<file path="src/rtl/program_loader_if.sv">
// Byte-stream ingress and program-memory write port of the program loader.
// The loader uses the slave side; a stream source or testbench uses the master side.
interface program_loader_if #(
    parameter int ADDR_W = 5,
    parameter int DATA_W = 16
);
    logic [7:0]        byte_in;
    logic              byte_valid;
    logic              byte_ready;
    logic              pm_we;
    logic [ADDR_W-1:0] pm_waddr;
    logic [DATA_W-1:0] pm_wdata;

    modport master (output byte_in, byte_valid,
                    input  byte_ready, pm_we, pm_waddr, pm_wdata);
    modport slave  (input  byte_in, byte_valid,
                    output byte_ready, pm_we, pm_waddr, pm_wdata);
endinterface

</file>
<file path="src/rtl/program_loader.sv">
// Program memory writer: parses a LEN / data / XOR-checksum byte frame, writes
// 16-bit words high byte first, and holds the CPU in reset while loading.
module program_loader #(
    parameter int ADDR_W = 5,
    parameter int DATA_W = 16,
    parameter int DEPTH  = 32
) (
    input  logic              clk,
    input  logic              rst_n,
    input  logic              start,
    program_loader_if.slave   bus,
    output logic              cpu_hold,
    output logic              busy,
    output logic              done,
    output logic              error,
    output logic [ADDR_W:0]   word_count
);
    typedef enum logic [2:0] {
        S_IDLE, S_LEN, S_HI, S_LO, S_WR, S_CHK, S_DONE, S_ERR
    } state_t;

    localparam logic [7:0] DEPTH_B = 8'(DEPTH);

    state_t          state, nxt;
    logic [ADDR_W:0] len;
    logic [7:0]      csum;
    logic [ADDR_W:0] wc_next;
    logic            last_word;
    logic            len_bad;
    logic            start_ok;

    assign wc_next   = word_count + 1'b1;
    assign last_word = (wc_next == len);
    assign len_bad   = (bus.byte_in == 8'd0) || (bus.byte_in > DEPTH_B);
    assign start_ok  = start && (state == S_IDLE || state == S_DONE || state == S_ERR);
    assign cpu_hold  = busy;

    always_ff @(posedge clk or negedge rst_n) begin
        if (!rst_n) state <= S_IDLE;
        else        state <= nxt;
    end

    // Every byte-accepting state raises ready unconditionally, so valid alone
    // marks a transfer there.
    always_comb begin
        nxt            = state;
        bus.byte_ready = 1'b0;
        bus.pm_we      = 1'b0;
        busy           = 1'b0;
        unique case (state)
            S_IDLE, S_DONE, S_ERR: if (start) nxt = S_LEN;
            S_LEN: begin
                bus.byte_ready = 1'b1;
                busy           = 1'b1;
                if (bus.byte_valid) nxt = len_bad ? S_ERR : S_HI;
            end
            S_HI: begin
                bus.byte_ready = 1'b1;
                busy           = 1'b1;
                if (bus.byte_valid) nxt = S_LO;
            end
            S_LO: begin
                bus.byte_ready = 1'b1;
                busy           = 1'b1;
                if (bus.byte_valid) nxt = S_WR;
            end
            S_WR: begin
                bus.pm_we = 1'b1;
                busy      = 1'b1;
                nxt       = last_word ? S_CHK : S_HI;
            end
            S_CHK: begin
                bus.byte_ready = 1'b1;
                busy           = 1'b1;
                if (bus.byte_valid) nxt = (bus.byte_in == csum) ? S_DONE : S_ERR;
            end
            default: nxt = S_IDLE;
        endcase
    end

    always_ff @(posedge clk or negedge rst_n) begin
        if (!rst_n) begin
            len          <= '0;
            csum         <= '0;
            word_count   <= '0;
            bus.pm_waddr <= '0;
            bus.pm_wdata <= '0;
            done         <= 1'b0;
            error        <= 1'b0;
        end else begin
            done <= 1'b0;
            if (start_ok) begin
                error      <= 1'b0;
                word_count <= '0;
            end
            unique case (state)
                S_LEN: if (bus.byte_valid) begin
                    if (len_bad) error <= 1'b1;
                    else begin
                        len          <= bus.byte_in[ADDR_W:0];
                        csum         <= '0;
                        word_count   <= '0;
                        bus.pm_waddr <= '0;
                    end
                end
                S_HI: if (bus.byte_valid) begin
                    bus.pm_wdata[DATA_W-1:DATA_W-8] <= bus.byte_in;
                    csum <= csum ^ bus.byte_in;
                end
                S_LO: if (bus.byte_valid) begin
                    bus.pm_wdata[7:0] <= bus.byte_in;
                    csum <= csum ^ bus.byte_in;
                end
                S_WR: begin
                    word_count <= wc_next;
                    // Address parks on the final word so it never wraps past DEPTH-1.
                    if (!last_word) bus.pm_waddr <= bus.pm_waddr + 1'b1;
                end
                S_CHK: if (bus.byte_valid) begin
                    if (bus.byte_in == csum) done  <= 1'b1;
                    else                     error <= 1'b1;
                end
                default: ;
            endcase
        end
    end
endmodule

</file>
<file path="src/flat_wrapper.sv">
// flat-port wrapper written by rule: the top's interface ports become plain ports
module program_loader_flat 
#(
    parameter int ADDR_W = 5,
    parameter int DATA_W = 16,
    parameter int DEPTH  = 32
)
  (clk, rst_n, start, cpu_hold, busy, done, error, word_count, bus_byte_in, bus_byte_valid, bus_byte_ready, bus_pm_we, bus_pm_waddr, bus_pm_wdata);
  program_loader_if #(.ADDR_W(ADDR_W), .DATA_W(DATA_W)) bus_i ();
  input  logic clk;
  input  logic rst_n;
  input  logic start;
  output logic cpu_hold;
  output logic busy;
  output logic done;
  output logic error;
  output logic [ADDR_W:0] word_count;
  input wire logic [$bits(bus_i.byte_in)-1:0] bus_byte_in;
  input wire logic [$bits(bus_i.byte_valid)-1:0] bus_byte_valid;
  output wire logic [$bits(bus_i.byte_ready)-1:0] bus_byte_ready;
  output wire logic [$bits(bus_i.pm_we)-1:0] bus_pm_we;
  output wire logic [$bits(bus_i.pm_waddr)-1:0] bus_pm_waddr;
  output wire logic [$bits(bus_i.pm_wdata)-1:0] bus_pm_wdata;
  assign bus_i.byte_in = bus_byte_in;
  assign bus_i.byte_valid = bus_byte_valid;
  assign bus_byte_ready = bus_i.byte_ready;
  assign bus_pm_we = bus_i.pm_we;
  assign bus_pm_waddr = bus_i.pm_waddr;
  assign bus_pm_wdata = bus_i.pm_wdata;
  program_loader #(.ADDR_W(ADDR_W), .DATA_W(DATA_W), .DEPTH(DEPTH)) u_core (.clk(clk), .rst_n(rst_n), .start(start), .bus(bus_i), .cpu_hold(cpu_hold), .busy(busy), .done(done), .error(error), .word_count(word_count));
endmodule
</file>
<file path="config.mk">
export PLATFORM = sky130hd
export DESIGN_NAME = program_loader_flat
export DESIGN_NICKNAME = d
export VERILOG_FILES = /design/src/rtl/program_loader_if.sv /design/src/rtl/program_loader.sv /design/src/flat_wrapper.sv
export SDC_FILE = /design/constraint.sdc
export NUM_CORES = 1
export LEC_CHECK = 0
export CAP_MARGIN = 30
export CORE_ASPECT_RATIO = 0.5
export CORE_MARGIN = 5
export CORE_UTILIZATION = 55
export CTS_CLUSTER_DIAMETER = 30
export DETAILED_ROUTE_END_ITERATION = 8
export DONT_BUFFER_PORTS = 1
export HOLD_SLACK_MARGIN = 0.06
export PLACE_DENSITY = 0.79
export RECOVER_POWER = 50
export SETUP_SLACK_MARGIN = 0.02
export SYNTH_ARGS = -nofsm -noshare
export SYNTH_HDL_FRONTEND = slang
export SYNTH_SLANG_ARGS = --single-unit
</file>
<file path="constraint.sdc">
create_clock -name clk -period 3.7 [get_ports clk]
set_input_delay 0.925 -clock clk [delete_from_list [all_inputs] [get_ports clk]]
set_output_delay 0.925 -clock clk [all_outputs]
set_load 0.05 [all_outputs]
</file>
Word-level counts from Yosys, hierarchy flattened:

Index checks and enable logic that the tools add are counted.

* memories: 0
* bits in latches: 0
* bits in read-only memories: 0
* flip-flop bits (word level): 46
* input bits: 12
* logic and storage cells: 82
* RAM bits: 0

* shifts and indexed selects: 0
* order comparisons: 1
* multiply operators: 0
* reduce and logical (&&, ||, !) cells: 18
* div/mod/pow operators: 0
* bitwise gates (word level): 2
* mux-type cells: 33
* equality and inequality tests: 17
* add/sub/neg operators: 2

Operators with widths (count)
* 2-to-1 mux 8 bit: 3
* 2-to-1 mux 3 bit: 7
* 2-to-1 mux 6 bit: 3
* case mux 3 bit (6 select lines): 1
* case mux 8 bit (2 select lines): 1
* 2-to-1 mux 5 bit: 3
* != test 2 bit, second input constant: 7
* == test 3 bit, second input constant: 4
* 2-to-1 mux 1 bit: 12
* case mux 6 bit (2 select lines): 1
* case mux 5 bit (2 select lines): 1
* == test 8 bit: 1
* greater-than comparator 8 x 6 -> 1 bit, second input constant: 1
* logical NOT 8 bit: 1
* AND reduction 4 bit: 2
* XOR 8 bit: 1
* adder 6 x 1 -> 6 bit, second input constant: 1
* == test 3 x 2 -> 1 bit, second input constant: 2
* == test 6 bit: 1
* adder 5 x 1 -> 5 bit, second input constant: 1
* AND reduction 5 bit: 1
* OR reduction 5 bit: 1
* AND reduction 2 bit: 2
* nonzero test 2 bit: 2
* 11 further kinds: 13

Logic depth before layout (Yosys ltp):

* depth after elaboration: 8
* mapped depth: 8
* gate-level depth less buffers: 6

Worst setup path before layout:

OpenSTA, ideal clock, no wires.

* kind: register -> output
* start: register u_core.state[2]
* end: output cpu_hold
* data required time: 2.775 ns
* path buffers: 2
* arrival time: 1.743 ns
* stages on the path, launching flop included: 4
* slack: 1.032 ns
* cells stage by stage: dfrtp_1 -> clkbuf_1 -> a21oi_1 -> buf_4

* longest elaborated chain between the ends: 3
* elaborated cells on any way between the ends: 7
* those cells by class: 5 x eq/ne; 1 x mux; 1 x reduce/logical

Ends and longest elaborated chain
* from (decl): RTL line program_loader.sv:24 `state_t state, nxt;`
* from (signal assigned): RTL line program_loader.sv:40 `else state <= nxt;`
* == test 3 bit (tied with other cells): RTL line program_loader.sv:50 `unique case (state)`
* OR reduction 5 bit (no line) *
* 2-to-1 mux 1 bit *: RTL line program_loader.sv:50
* to (decl): RTL line flat_wrapper.sv:13 `output logic cpu_hold;`

Every way passes the cells marked *; elsewhere a longest branch is shown, timed or not.

Worst setup path after layout:

* start: register u_core.state[1]
* end: output bus_pm_we

* longest elaborated chain between the ends: 2

Ends and longest elaborated chain
* == test 3 bit: RTL line program_loader.sv:50
* 2-to-1 mux 1 bit: RTL line program_loader.sv:50
* to (decl): RTL line flat_wrapper.sv:21 `output wire logic [$bits(bus_i.pm_we)-1:0] bus_pm_we;`

No other way between the ends.

==> impl_results.md <==
* Outcome: finished clean
* CP Data Arrival Time at 2.01 ns
* Cell row count at 17
* Max H-tree Level at 2
* I/O pin count at 45
* Total grt overflow at 0
* Post_cts resized at 0
* Sink Count at 46
* Largest net degree at the start of global routing at 47
* Most frequent cells in the layout: dfrtp_1, mux2_2, nor2b_1
* Num CTS Buffers at 5
* Worst min path class: in2async
* Antenna violations before repair at 0
* Vias per Instance at 6.23
* Worst path slowest cell: inv_1
* Clk Latency, worst-skew pair at 0.30 ns
* Synth async-reset ratio at 100%
* Initial Utilization at 56.3%
* Post-layout util at 58.9%
* Relative slew slack at 35.5%
* Setup ws final at 0.763 ns
* CTS tree: built
* Dpl cell area at 2480 µm²
* # setup viols final at 0
* Seq/Total Area, Yosys at 46.9%
* Synth Cell Area at 2450 µm²
* Synth Warn # at 0
* Critical path's most frequent cell: nand2b_1
* First-pass GRT wire length at 8.75 mm
* Crit Path Class: reg2out
* CP max FO at 15
* P_sw at 1.23 mW
* Switching part of the total at 50.3%
* Sequential Power Share at 54.8%
* Final Cell Area at 2570 µm²
* Layout cells sized above 1 at 22.6%
* DR pass1 iterations at 6
* Total wire length at 5.10 mm
* Average wire per standard cell at 18.6 µm
* Static leakage power at 1.12 nW
* Clock share of power at 13.2%
* Crit path cell chain: nand2b_1, nand2b_1, inv_1
* Tightest Pin Transition at 0.961 ns
* Cell Pwr Density at 953 nW/µm²
* Pins Over Slew Limit at 0
* Gate power share at 32.0%
* Syn Nets at 232
* Main flop type after synthesis: dfrtp_1
* CP Capture Type: primary output
* Finished Layout Cells at 274
* Max Freq at 0.341 GHz
* Post-CTS setup buffers at 0
* Synth Instances at 218
* Startpoint types: flop
* Number of global-route vias before repair at 1702
* Mean Syn Cell Area at 11.3 µm²
* Die H at 57.2 µm
* Post-synth EDFFs at 0
* Nets at 230
* # hold bufs at CTS at 0
* Synthesis-to-layout area growth at 4.54%
* Synth cell types at 51
* P_int at 1.21 mW
* Die Wd at 104 µm
* CORE AREA at 4360 µm²
* DRT iter0 DRCs at 93
* Reg clk slew, reported paths at 0.09 ns
* Total number of vias at 1706
* Synth Register Bits at 46
* Final Hold Viols at 0
* Antenna Cells at 0
* CTS Buffer Depth at 2
* Setup TNS at 0 ns
* Worst EP required at 2.77 ns
* I/O Buffers at 0
* DRC Markers at 0
* Commonest non-fill, non-tap cell in the layout: dfrtp_1
* Placed Cells at 266
* Post-layout minimum cycle time at 2.94 ns
* Tot GR Track Use at 18.1%
* Slowest stage delay, CP at 0.60 ns
* Pre-CTS WS at 1.05 ns
* VDD IR max at 0.443 mV
* Root Driver: clkbuf_8
* Max cap viols at 0
* Worst clock skew at 0.00708 ns
* Post-DP HPWL at 3.70 mm
* RSZ-0062 raised after global routing: no
* Antenna Violating Nets Remaining at 0
* Post-route clock period utilization at 79.4%
* DIE AREA at 5980 µm²
* Gpl congestion at 0.908
==> flip-flops by register name (all words and copies together) (netlist names) <==
register / flops
u_core.csum: 8
u_core.len: 6
u_core.bus.pm_waddr: 5
u_core.word_count: 6
u_core.bus.pm_wdata: 16
u_core.state: 3
u_core.done: 1
u_core.error: 1
==> area by class of cell <==
type / instances / area, µm²
fill: 366 / 1790
multi-input combinational: 156 / 1220
sequential: 46 / 1150
clock buffer: 7 / 86.3
tap: 57 / 71.3
inverter: 5 / 18.8
timing repair buffer: 2 / 11.3
clock inverter: 1 / 5.00
==> cell usage after synthesis, drive strengths merged, types with 3 or more instances <==
library cell	number	share of area (%)
a22o	3	1.1
o211ai	3	0.92
nor3	8	1.6
nand2b	5	1.3
and3	5	1.5
nand3	6	1.2
nor2b	13	3.3
mux2	25	11
o22ai	3	0.76
nand4	5	2.1
nand2	11	1.7
a21oi	11	2.2
inv	5	0.76
mux2i	4	1.6
o2bb2ai	6	2.1
clkbuf	6	0.97
nor2	7	1.1
dfrtp	46	47
a211o	3	1.1
buf	5	1.7
xor2	6	2.1
xnor2	4	1.4
==> kinds of logic (layout without fill, tap and decap cells) <==
logic type / after synthesis / in the layout / synth area share, %
AOI/OAI and AO/OA: 44 / 44 / 14.3
buffers and inverters: 16 / 15 / 3.47
muxes: 29 / 29 / 13.1
DFF: 46 / 46 / 46.9
and+or+nand+nor: 71 / 71 / 17.6
xor gates and xnor gates: 10 / 10 / 3.57
adders and majority gates: 2 / 2 / 1.02
==> power by group through the flow <==
stage | clock, mW | combinational [mW] | sequential (mW)
floorplan | 0 | 0.696 | 1.28
CTS | 0.327 | 0.789 | 1.34
detailed placement | 0 | 0.785 | 1.35
global route | 0.351 | 0.857 | 1.38
global placement | 0 | 0.756 | 1.34
finish | 0.322 | 0.783 | 1.34
==> metal layers <==
| metal | part of all wire [%] | GRT usage, % | up-vias |
|---|---|---|---|
| met4 | 1.4 | 6.09 | 0 |
| met2 | 46 | 28.2 | 42 |
| li1 | - | - | 797 |
| met3 | 6.7 | 6.10 | 9 |
| met5 | 0 | 0 | - |
| met1 | 46 | 24.1 | 858 |
==> path summary, 6_finish.rpt <==
check / end / cells past startpoint / start / slack, ns
max in group asynchronous: u_core.done$_DFF_PN0_ / 0 / rst_n / 3.30
worst max register to register: u_core.bus.pm_waddr[1]$_DFFE_PN0P_ / 7 / u_core.word_count[0]$_DFF_PN0_ / 0.82
worst min register to register: u_core.csum[7]$_DFFE_PN0P_ / 1 / u_core.csum[7]$_DFFE_PN0P_ / 0.52
worst max-delay path: bus_pm_we / 3 / u_core.state[1]$_DFFE_PN0P_ / 0.76
worst min-delay path: u_core.len[1]$_DFFE_PN0P_ / 0 / rst_n / 0.31
min in group clk: u_core.csum[7]$_DFFE_PN0P_ / 1 / u_core.csum[7]$_DFFE_PN0P_ / 0.52
==> through the flow <==
step / power (mW) / hold slack, ns
3_5_place_dp: 2.14 / 0.498
5_1_grt: 2.58 / 0.282
3_3_place_gp: 2.10 / 0.488
4_1_cts: 2.46 / 0.296
2_1_floorplan: 1.98 / 0.471
6_report: 2.44 / 0.307
==> critical path, delay by kind of cell (launching register included) <==
kind	cells	cell delay, ns
buffers and inverters	1	0.60
AND/OR/NAND/NOR	2	0.57
flip-flops	1	0.54
No activity file was read; power rests on OpenSTA's default activity.
